==> src/rtl/vram_arbiter_if.sv <==
// Signal bundle between vram_arbiter, its three requesters and the VRAM device.
// The arbiter takes the slave view; requesters and the VRAM model take the master view.
interface vram_arbiter_if #(
    parameter int AW = 16,
    parameter int DW = 16
);
    logic          vid_req_i;
    logic [AW-1:0] vid_addr_i;
    logic [DW-1:0] vid_data_o;
    logic          vid_valid_o;

    logic          reg_req_i;
    logic          reg_wr_i;
    logic [AW-1:0] reg_addr_i;
    logic [DW-1:0] reg_data_i;
    logic          reg_ack_o;
    logic [DW-1:0] reg_data_o;
    logic          reg_valid_o;

    logic          blit_req_i;
    logic          blit_wr_i;
    logic [AW-1:0] blit_addr_i;
    logic [DW-1:0] blit_data_i;
    logic          blit_ack_o;
    logic [DW-1:0] blit_data_o;
    logic          blit_valid_o;

    logic          vram_sel_o;
    logic          vram_wr_o;
    logic [AW-1:0] vram_addr_o;
    logic [DW-1:0] vram_data_o;
    logic [DW-1:0] vram_data_i;
    logic          starve_o;

    modport slave (
        input  vid_req_i, vid_addr_i,
        output vid_data_o, vid_valid_o,
        input  reg_req_i, reg_wr_i, reg_addr_i, reg_data_i,
        output reg_ack_o, reg_data_o, reg_valid_o,
        input  blit_req_i, blit_wr_i, blit_addr_i, blit_data_i,
        output blit_ack_o, blit_data_o, blit_valid_o,
        output vram_sel_o, vram_wr_o, vram_addr_o, vram_data_o,
        input  vram_data_i,
        output starve_o
    );

    modport master (
        output vid_req_i, vid_addr_i,
        input  vid_data_o, vid_valid_o,
        output reg_req_i, reg_wr_i, reg_addr_i, reg_data_i,
        input  reg_ack_o, reg_data_o, reg_valid_o,
        output blit_req_i, blit_wr_i, blit_addr_i, blit_data_i,
        input  blit_ack_o, blit_data_o, blit_valid_o,
        input  vram_sel_o, vram_wr_o, vram_addr_o, vram_data_o,
        output vram_data_i,
        input  starve_o
    );
endinterface

==> src/rtl/vram_arbiter.sv <==
// Single-port VRAM arbiter: video has absolute priority, reg and blit share the
// remaining slots round-robin; read data is routed back by a tag pipeline.
module vram_arbiter #(
    parameter int AW         = 16,
    parameter int DW         = 16,
    parameter int RD_LAT     = 1,
    parameter int STARVE_MAX = 1024
) (
    input  logic          clk,
    input  logic          reset_n_i,
    vram_arbiter_if.slave bus
);
    localparam int CW = $clog2(STARVE_MAX + 1);

    typedef enum logic {RR_REG, RR_BLIT} rr_e;
    typedef enum logic [1:0] {TAG_NONE, TAG_VID, TAG_REG, TAG_BLIT} tag_e;

    rr_e           rr_last_q, rr_last_d;
    logic          sel_q, sel_d;
    logic          wr_q, wr_d;
    logic [AW-1:0] addr_q, addr_d;
    logic [DW-1:0] wdata_q, wdata_d;
    tag_e          tag_q [RD_LAT+1];
    tag_e          tag_d [RD_LAT+1];
    logic          vid_valid_q, vid_valid_d, reg_valid_q, reg_valid_d, blit_valid_q, blit_valid_d;
    logic [DW-1:0] vid_data_q, vid_data_d, reg_data_q, reg_data_d, blit_data_q, blit_data_d;
    logic [CW-1:0] reg_cnt_q, reg_cnt_d, blit_cnt_q, blit_cnt_d;
    logic          gnt_vid, gnt_reg, gnt_blit;

    function automatic logic [CW-1:0] cnt_next(input logic req, input logic ack,
                                               input logic [CW-1:0] cnt);
        if (!req || ack) return '0;
        if (cnt == CW'(STARVE_MAX)) return cnt;
        return cnt + CW'(1);
    endfunction

    // Grants are gated by reset so no request is acknowledged while held in reset.
    always_comb begin
        gnt_vid  = 1'b0;
        gnt_reg  = 1'b0;
        gnt_blit = 1'b0;
        if (reset_n_i) begin
            if (bus.vid_req_i) begin
                gnt_vid = 1'b1;
            end else if (bus.reg_req_i && bus.blit_req_i) begin
                gnt_reg  = (rr_last_q == RR_BLIT);
                gnt_blit = !gnt_reg;
            end else begin
                gnt_reg  = bus.reg_req_i;
                gnt_blit = bus.blit_req_i;
            end
        end
    end

    always_comb begin
        sel_d     = gnt_vid || gnt_reg || gnt_blit;
        wr_d      = 1'b0;
        addr_d    = addr_q;
        wdata_d   = wdata_q;
        rr_last_d = rr_last_q;
        tag_d[0]  = TAG_NONE;
        if (gnt_vid) begin
            addr_d   = bus.vid_addr_i;
            tag_d[0] = TAG_VID;
        end else if (gnt_reg) begin
            wr_d      = bus.reg_wr_i;
            addr_d    = bus.reg_addr_i;
            wdata_d   = bus.reg_data_i;
            rr_last_d = RR_REG;
            tag_d[0]  = bus.reg_wr_i ? TAG_NONE : TAG_REG;
        end else if (gnt_blit) begin
            wr_d      = bus.blit_wr_i;
            addr_d    = bus.blit_addr_i;
            wdata_d   = bus.blit_data_i;
            rr_last_d = RR_BLIT;
            tag_d[0]  = bus.blit_wr_i ? TAG_NONE : TAG_BLIT;
        end
        for (int i = 1; i <= RD_LAT; i++) tag_d[i] = tag_q[i-1];

        // The last tag stage lines up with the cycle vram_data_i is valid.
        vid_valid_d  = (tag_q[RD_LAT] == TAG_VID);
        reg_valid_d  = (tag_q[RD_LAT] == TAG_REG);
        blit_valid_d = (tag_q[RD_LAT] == TAG_BLIT);
        vid_data_d   = vid_valid_d  ? bus.vram_data_i : vid_data_q;
        reg_data_d   = reg_valid_d  ? bus.vram_data_i : reg_data_q;
        blit_data_d  = blit_valid_d ? bus.vram_data_i : blit_data_q;

        reg_cnt_d  = cnt_next(bus.reg_req_i, gnt_reg, reg_cnt_q);
        blit_cnt_d = cnt_next(bus.blit_req_i, gnt_blit, blit_cnt_q);
    end

    always_ff @(posedge clk or negedge reset_n_i) begin
        if (!reset_n_i) begin
            rr_last_q    <= RR_BLIT;
            sel_q        <= 1'b0;
            wr_q         <= 1'b0;
            addr_q       <= '0;
            wdata_q      <= '0;
            for (int i = 0; i <= RD_LAT; i++) tag_q[i] <= TAG_NONE;
            vid_valid_q  <= 1'b0;
            reg_valid_q  <= 1'b0;
            blit_valid_q <= 1'b0;
            vid_data_q   <= '0;
            reg_data_q   <= '0;
            blit_data_q  <= '0;
            reg_cnt_q    <= '0;
            blit_cnt_q   <= '0;
        end else begin
            rr_last_q    <= rr_last_d;
            sel_q        <= sel_d;
            wr_q         <= wr_d;
            addr_q       <= addr_d;
            wdata_q      <= wdata_d;
            tag_q        <= tag_d;
            vid_valid_q  <= vid_valid_d;
            reg_valid_q  <= reg_valid_d;
            blit_valid_q <= blit_valid_d;
            vid_data_q   <= vid_data_d;
            reg_data_q   <= reg_data_d;
            blit_data_q  <= blit_data_d;
            reg_cnt_q    <= reg_cnt_d;
            blit_cnt_q   <= blit_cnt_d;
        end
    end

    assign bus.reg_ack_o    = gnt_reg;
    assign bus.blit_ack_o   = gnt_blit;
    assign bus.vram_sel_o   = sel_q;
    assign bus.vram_wr_o    = wr_q;
    assign bus.vram_addr_o  = addr_q;
    assign bus.vram_data_o  = wdata_q;
    assign bus.vid_valid_o  = vid_valid_q;
    assign bus.vid_data_o   = vid_data_q;
    assign bus.reg_valid_o  = reg_valid_q;
    assign bus.reg_data_o   = reg_data_q;
    assign bus.blit_valid_o = blit_valid_q;
    assign bus.blit_data_o  = blit_data_q;
    assign bus.starve_o     = (reg_cnt_q == CW'(STARVE_MAX)) || (blit_cnt_q == CW'(STARVE_MAX));
endmodule
==> src/flat_wrapper.sv <==
// flat-port wrapper written by rule: the top's interface ports become plain ports
module vram_arbiter_flat 
#(
    parameter int AW         = 16,
    parameter int DW         = 16,
    parameter int RD_LAT     = 1,
    parameter int STARVE_MAX = 1024
)
  (clk, reset_n_i, bus_vid_req_i, bus_vid_addr_i, bus_vid_data_o, bus_vid_valid_o, bus_reg_req_i, bus_reg_wr_i, bus_reg_addr_i, bus_reg_data_i, bus_reg_ack_o, bus_reg_data_o, bus_reg_valid_o, bus_blit_req_i, bus_blit_wr_i, bus_blit_addr_i, bus_blit_data_i, bus_blit_ack_o, bus_blit_data_o, bus_blit_valid_o, bus_vram_sel_o, bus_vram_wr_o, bus_vram_addr_o, bus_vram_data_o, bus_vram_data_i, bus_starve_o);
  vram_arbiter_if #(.AW(AW), .DW(DW)) bus_i ();
  input  logic clk;
  input  logic reset_n_i;
  input wire logic [$bits(bus_i.vid_req_i)-1:0] bus_vid_req_i;
  input wire logic [$bits(bus_i.vid_addr_i)-1:0] bus_vid_addr_i;
  output wire logic [$bits(bus_i.vid_data_o)-1:0] bus_vid_data_o;
  output wire logic [$bits(bus_i.vid_valid_o)-1:0] bus_vid_valid_o;
  input wire logic [$bits(bus_i.reg_req_i)-1:0] bus_reg_req_i;
  input wire logic [$bits(bus_i.reg_wr_i)-1:0] bus_reg_wr_i;
  input wire logic [$bits(bus_i.reg_addr_i)-1:0] bus_reg_addr_i;
  input wire logic [$bits(bus_i.reg_data_i)-1:0] bus_reg_data_i;
  output wire logic [$bits(bus_i.reg_ack_o)-1:0] bus_reg_ack_o;
  output wire logic [$bits(bus_i.reg_data_o)-1:0] bus_reg_data_o;
  output wire logic [$bits(bus_i.reg_valid_o)-1:0] bus_reg_valid_o;
  input wire logic [$bits(bus_i.blit_req_i)-1:0] bus_blit_req_i;
  input wire logic [$bits(bus_i.blit_wr_i)-1:0] bus_blit_wr_i;
  input wire logic [$bits(bus_i.blit_addr_i)-1:0] bus_blit_addr_i;
  input wire logic [$bits(bus_i.blit_data_i)-1:0] bus_blit_data_i;
  output wire logic [$bits(bus_i.blit_ack_o)-1:0] bus_blit_ack_o;
  output wire logic [$bits(bus_i.blit_data_o)-1:0] bus_blit_data_o;
  output wire logic [$bits(bus_i.blit_valid_o)-1:0] bus_blit_valid_o;
  output wire logic [$bits(bus_i.vram_sel_o)-1:0] bus_vram_sel_o;
  output wire logic [$bits(bus_i.vram_wr_o)-1:0] bus_vram_wr_o;
  output wire logic [$bits(bus_i.vram_addr_o)-1:0] bus_vram_addr_o;
  output wire logic [$bits(bus_i.vram_data_o)-1:0] bus_vram_data_o;
  input wire logic [$bits(bus_i.vram_data_i)-1:0] bus_vram_data_i;
  output wire logic [$bits(bus_i.starve_o)-1:0] bus_starve_o;
  assign bus_i.vid_req_i = bus_vid_req_i;
  assign bus_i.vid_addr_i = bus_vid_addr_i;
  assign bus_vid_data_o = bus_i.vid_data_o;
  assign bus_vid_valid_o = bus_i.vid_valid_o;
  assign bus_i.reg_req_i = bus_reg_req_i;
  assign bus_i.reg_wr_i = bus_reg_wr_i;
  assign bus_i.reg_addr_i = bus_reg_addr_i;
  assign bus_i.reg_data_i = bus_reg_data_i;
  assign bus_reg_ack_o = bus_i.reg_ack_o;
  assign bus_reg_data_o = bus_i.reg_data_o;
  assign bus_reg_valid_o = bus_i.reg_valid_o;
  assign bus_i.blit_req_i = bus_blit_req_i;
  assign bus_i.blit_wr_i = bus_blit_wr_i;
  assign bus_i.blit_addr_i = bus_blit_addr_i;
  assign bus_i.blit_data_i = bus_blit_data_i;
  assign bus_blit_ack_o = bus_i.blit_ack_o;
  assign bus_blit_data_o = bus_i.blit_data_o;
  assign bus_blit_valid_o = bus_i.blit_valid_o;
  assign bus_vram_sel_o = bus_i.vram_sel_o;
  assign bus_vram_wr_o = bus_i.vram_wr_o;
  assign bus_vram_addr_o = bus_i.vram_addr_o;
  assign bus_vram_data_o = bus_i.vram_data_o;
  assign bus_i.vram_data_i = bus_vram_data_i;
  assign bus_starve_o = bus_i.starve_o;
  vram_arbiter #(.AW(AW), .DW(DW), .RD_LAT(RD_LAT), .STARVE_MAX(STARVE_MAX)) u_core (.clk(clk), .reset_n_i(reset_n_i), .bus(bus_i));
endmodule
==> config.mk <==
export PLATFORM = sky130hd
export DESIGN_NAME = vram_arbiter_flat
export DESIGN_NICKNAME = d
export VERILOG_FILES = /design/src/rtl/vram_arbiter_if.sv /design/src/rtl/vram_arbiter.sv /design/src/flat_wrapper.sv
export SDC_FILE = /design/constraint.sdc
export NUM_CORES = 1
export LEC_CHECK = 0
export CORE_ASPECT_RATIO = 1.1
export CORE_MARGIN = 2
export CORE_UTILIZATION = 44
export DETAILED_ROUTE_END_ITERATION = 6
export GPL_TIMING_DRIVEN = 0
export HOLD_SLACK_MARGIN = 0.05
export PLACE_DENSITY = 0.81
export SLEW_MARGIN = 10
export SYNTH_ARGS = -nofsm -noshare
export SYNTH_HDL_FRONTEND = slang
export SYNTH_SLANG_ARGS = --single-unit
==> constraint.sdc <==
create_clock -name clk -period 1.58 [get_ports clk]
set_input_delay 0.316 -clock clk [delete_from_list [all_inputs] [get_ports clk]]
set_output_delay 0.316 -clock clk [all_outputs]
set_load 0.02 [all_outputs]
======== After elaboration in Yosys (flattened, before gate mapping) ========
Index checks and enable logic that the tools add are counted.
word-level totals
  register bits after elaboration ......... 112
  latch bits .............................. 0
  bits in writable memories ............... 0
  bits in read-only memories .............. 0
  input port bits ......................... 103
  output and inout bits ................... 88
  word-level logic and storage cells ...... 74
  memories ................................ 0
cells by class
  add/sub/neg operators ................... 2
  $mul .................................... 0
  divide/modulo/power cells ............... 0
  $lt $le $gt $ge ......................... 0
  equality and inequality tests ........... 7
  shifts and indexed selects .............. 0
  muxes and demuxes ....................... 37
  bitwise gates (word level) .............. 1
  reduce and logical (&&, ||, !) cells .... 12
operator list
  kind                     number
  $mux W11                 8
  $mux W16                 5
  $add A11 B1 Y11 const B  2
  $eq A11 B11 Y1 const B   2
  $mux W1                  19
  $mux W2                  5
  $ne A3 B2 Y1 const B     2
  $logic_or A1 B1 Y1       5
  $eq A2 B2 Y1 const B     2
  $logic_not A1 Y1         3
  $reduce_bool A3 Y1       1
  $eq A2 B1 Y1 const B     1
  $reduce_and A2 Y1        1
  $reduce_bool A2 Y1       1
  $logic_and A1 B1 Y1      1
  $not A1 Y1               1

======== Longest topological paths before layout ========
  word-level depth ........................ 9
  gate-level depth with buffers ........... 6

======== Worst setup path before layout ========
Ideal clock, no wire load.
  kind .................................... register -> register
  start point ............................. register u_core.rr_last_q
  end point ............................... register u_core.wdata_q[6], in the netlist u_core.bus.vram_data_o[6]
  setup time .............................. 0.132 ns
  arrival time ............................ 1.357 ns
  required time ........................... 1.448 ns
  path slack .............................. 0.091 ns
  stages on the path, launching flop included .. 7
  cell sequence ........................... dfstp_2 -> nor2b_4 -> nor3b_2 -> buf_6 -> buf_6 -> mux2i_1 -> o21ai_1
between the ends
  elaborated cells on any way between the ends .. 10
  classes of those cells .................. mux (7); reduce/logical (3)
RTL lines
  item                                 line                 source
  start: declaration                   vram_arbiter.sv:18   rr_e rr_last_q, rr_last_d;
  start signal: assignment             vram_arbiter.sv:109  rr_last_q <= rr_last_d;
  $mux W1 *                            vram_arbiter.sv:45   end else if (bus.reg_req_i && bus.blit_req_i) begin
  $mux W1 *                            vram_arbiter.sv:43   if (bus.vid_req_i) begin
  $mux W1 *                            vram_arbiter.sv:42   if (reset_n_i) begin
  named net bus_reg_ack_o              flat_wrapper.sv:21   output wire logic [$bits(bus_i.reg_ack_o)-1:0] bus_reg_ack_o;
  $reduce_bool A2 Y1 (no source line)  -
  $reduce_and A2 Y1 (no source line)   -
  end signal: assignment               vram_arbiter.sv:113  wdata_q <= wdata_d;
  end: declaration                     vram_arbiter.sv:22   logic [DW-1:0] wdata_q, wdata_d;
Mark *: on every way through the listed nets, which the timed path passes. The rest lies on a longest branch.
A chain may end at the register's enable or synchronous reset.

======== Final worst setup path ========
  start point ............................. register u_core.rr_last_q
  end point ............................... output bus_reg_ack_o
between the ends
  word-level cells in the longest chain between the ends .. 3
RTL lines
  item              line
  $mux W1           vram_arbiter.sv:45
  $mux W1           vram_arbiter.sv:43
  $mux W1           vram_arbiter.sv:42
  end: declaration  flat_wrapper.sv:21
Every way passes these cells.

==> flow_summary_export.csv <==
group,metric,value,unit
drt,via_per_inst,5.14,
worst_setup_path,cp.buffers_inverters,3,
clock_network,insertion_delay,340,ps
logic_synthesis,synth_top_area_share,57.2,%
placed_design,place_congestion,0.811,
layout,num_antenna_cells,0,
layout,fin_util,71.6,%
grt,grt_max_degree,31,
worst_setup_path,r2r-start,"u_core.rr_last_q",
logic_synthesis,synthDistinctLibCells,39,
layout,design_area,0.00777,mm²
logic_synthesis,ys_top_cells_by_area,"dfrtp_1 (57%), mux2_2 (11%), mux2i_1 (7.0%), o21ai_1 (2.7%), a22oi_1 (2.5%)",
grt,grt_pass1_vias,4363,
flow_run,cap_violations,0,
worst_setup_path,cp_common_cell,"buf_6",
logic_synthesis,ys_seq_area_share,57.7,%
placed_design,dpl_cell_area,0.00697,mm²
drt,vias,4001,
sta,min_period,1830,ps
drt,wl_per_cell,18.1,µm
die,core_area,0.0109,mm²
clock_network,cts_tree,"done",
worst_setup_path,cp_max_fo,2,
sta,skew,4.34,ps
drt,drt_iter0_drc,193,
clock_network,cts_buffers,9,
clock_network,h-tree-depth,3,
worst_setup_path,cp_slowest_cell,"dfstp_2",
sta,timing.fmax,545,MHz
worst_setup_path,r2r_cells,7,
worst_setup_path,crit_cells,5,
grt,grt_use_total,23.8,%
sta,setup_viol,35,
logic_synthesis,synth_warnings,0,
worst_setup_path,rrSetupSlack,-90,ps
sta,finalMaxSlewViolations,0,
placed_design,port-buffer-count,190,
clock_network,clkTransAtPathRegs,70,ps
die,die_h,114,µm
grt,antenna_found_initial,0,
sta,relSlewSlack,55.4,%
die,die_w,104,µm
drt,firstDrtPassIters,4,
logic_synthesis,synth_edf_count,0,
clock_network,numClockSinks,112,
clock_network,root_buffer,"clkbuf_16",
worst_setup_path,cp-end-kind,"primary output",
grt,grt_use_met3,5.01,%
logic_synthesis,synth_commonest_cells,"dfrtp_1 (111), mux2_2 (48), mux2i_1 (34)",
grt,busiest_layer,"met2",
die,io_pins,191,
sta,setup_ws,-254,ps
sta,hold-worst-slack,79.5,ps
placed_design,place_ws,-1200,ps
grt,use_met1,26.3,%
worst_setup_path,crit_chain,"nor2b_4, nor3b_2, buf_6, buf_12, buf_6",
logic_synthesis,syn_nets,499,
die,start_util,44.7,%
die,die_area,0.0119,mm²
logic_synthesis,synth-seq-cells,112,
power_and_ir_drop,cellPowerDensity,1080,mW/mm²
grt,grt_pass1_wl,22200,µm
drt,detail-route-antenna-nets,0,
drt,drt_wl_total,14100,µm
logic_synthesis,synth_top_area_cell,"dfrtp_1",
sta,finalCritPeriodShare,116,%
logic_synthesis,synth-main-ff-cell,"dfrtp_1",
logic_synthesis,syn_area,0.00486,mm²
power_and_ir_drop,vdd_drop_max,0.571,mV
placed_design,hpwl,9470,µm
worst_setup_path,path_delay_family,"flip-flops",
status,status,"finished with violations",
grt,overflow,0,
drt,drc,0,
worst_setup_path,critPathRequiredTime,1260,ps
die,fp-row-count,40,
worst_setup_path,arrival,1520,ps
worst_setup_path,crit-reg2reg-capture,"u_core.bus.vram_data_o[3]",
sta,tightest_slew,665,ps
sta,rsz0062_at_grt,"yes",
grt,met2_usage,44.8,%
logic_synthesis,avgSynthCellArea,12.4,µm²
power_and_ir_drop,p_leak,3.51,nW
clock_network,clockBufferDepth,2,
status,violations,"negative setup slack",
worst_setup_path,startpoint_type,"flop",
layout,final_nets,734,
sta,finalHoldViolCount,0,
worst_setup_path,critPathKind,"flop to primary output",
logic_synthesis,yosysMostFrequentCell,"dfrtp_1",
worst_setup_path,max_stage_delay,580,ps
logic_synthesis,async_flop_share,100,%
layout,area_growth,60.0,%
worst_hold_path,min_path_type,"input pin to async pin",
layout,drive_gt1_share,22.6,%
logic_synthesis,synth_cells,392,
-- power breakdown --
group / internal [mW] / switching, mW
Combinational: 1.19 / 1.28
Clock: 1.27 / 1.00
Sequential: 3.35 / 0.270
Total: 5.82 / 2.55
-- layout by cell type (no fill, tap or decap), types with 5 or more instances in the layout --
cell type,count
nand4_1,8
mux2_2,48
nor2_1,24
clkbuf_16,9
clkdlybuf4s50_1,98
mux2i_2,8
buf_6,6
dfrtp_1,105
a22oi_1,16
nand3_1,5
inv_1,11
xor2_1,13
o21ai_1,32
mux2i_1,23
buf_2,7
buf_12,11
clkbuf_1,6
xnor2_1,5
buf_4,19
nand2_1,26
dlygate4sd2_1,88
dfrtp_2,6
-- metal layers --
layer / share of wire [%] / vias up
met5: 0 / -
met4: 2.2 / 0
met3: 6.3 / 25
met2: 52 / 188
met1: 39 / 1931
li1: - / 1857
-- timing repair --
action	4_1_cts	5_1_grt
resized for setup	145	25
pin swaps	5	6
setup buffers	19	8
hold buffers	7	0
gates cloned	4	0
endpoints found under the setup margin	148	49
endpoints found under the hold margin	81	0
-- worst min-delay path, cell delays in order --
cell	delay, ps
buf_16	80
buf_12	110
buf_12	90
buf_12	170
-- cells by family (layout without fill, tap and decap cells) --
group | Yosys count | after routing | share of synthesized area [%]
DFF | 112 | 112 | 57.7
and+or+nand+nor | 87 | 87 | 9.17
muxes | 82 | 82 | 18.1
AOI/OAI and AO/OA | 58 | 58 | 7.24
buffers and inverters | 31 | 271 | 3.45
xor gates and xnor gates | 18 | 18 | 3.25
adders and majority gates | 4 | 4 | 1.03
-- worst max-delay path by stage --
stage                                 to                 start  slack, ps
2_1_floorplan  u_core.bus.vram_data_o[6]      u_core.rr_last_q         90
3_3_place_gp               bus_reg_ack_o             reset_n_i      -4770
3_5_place_dp               bus_reg_ack_o             reset_n_i      -1200
4_1_cts                     bus_starve_o  u_core.blit_cnt_q[5]       -240
5_1_grt                     bus_starve_o  u_core.blit_cnt_q[3]       -330
6_report                   bus_reg_ack_o      u_core.rr_last_q       -250
-- cell type report --
cell class | instances | area, µm²
inverters | 12 | 45.0
fillers | 751 | 3090
clock inverters | 5 | 56.3
flip-flops and latches | 112 | 2810
plain buffers | 19 | 148
clock buffers | 11 | 243
well taps | 147 | 184
multi-input cells | 249 | 2010
repair buffers | 224 | 2280
-- through the flow --
step           std cells  total power [mW]  TNS [ps]
4_1_cts              776              8.35     -1610
3_5_place_dp         730              6.28    -38560
5_1_grt              779              8.72     -4700
3_3_place_gp         729              6.19   -698760
2_1_floorplan        392              4.80         0
6_report             779              8.36     -2080
-- sequential cells by signal, summed over array words and instances, names as in the netlist --
name,cells
u_core.bus.vram_addr_o,16
u_core.bus.vid_valid_o,1
u_core.bus.blit_valid_o,1
u_core.tag_q,2
u_core.bus.vid_data_o,16
u_core.bus.vram_wr_o,1
u_core.bus.blit_data_o,16
u_core.tag_d,2
u_core.reg_cnt_q,11
u_core.blit_cnt_q,11
u_core.bus.reg_valid_o,1
u_core.bus.reg_data_o,16
u_core.bus.vram_sel_o,1
u_core.bus.vram_data_o,16
u_core.rr_last_q,1
Note: power is estimated with default switching activity, not from simulation.
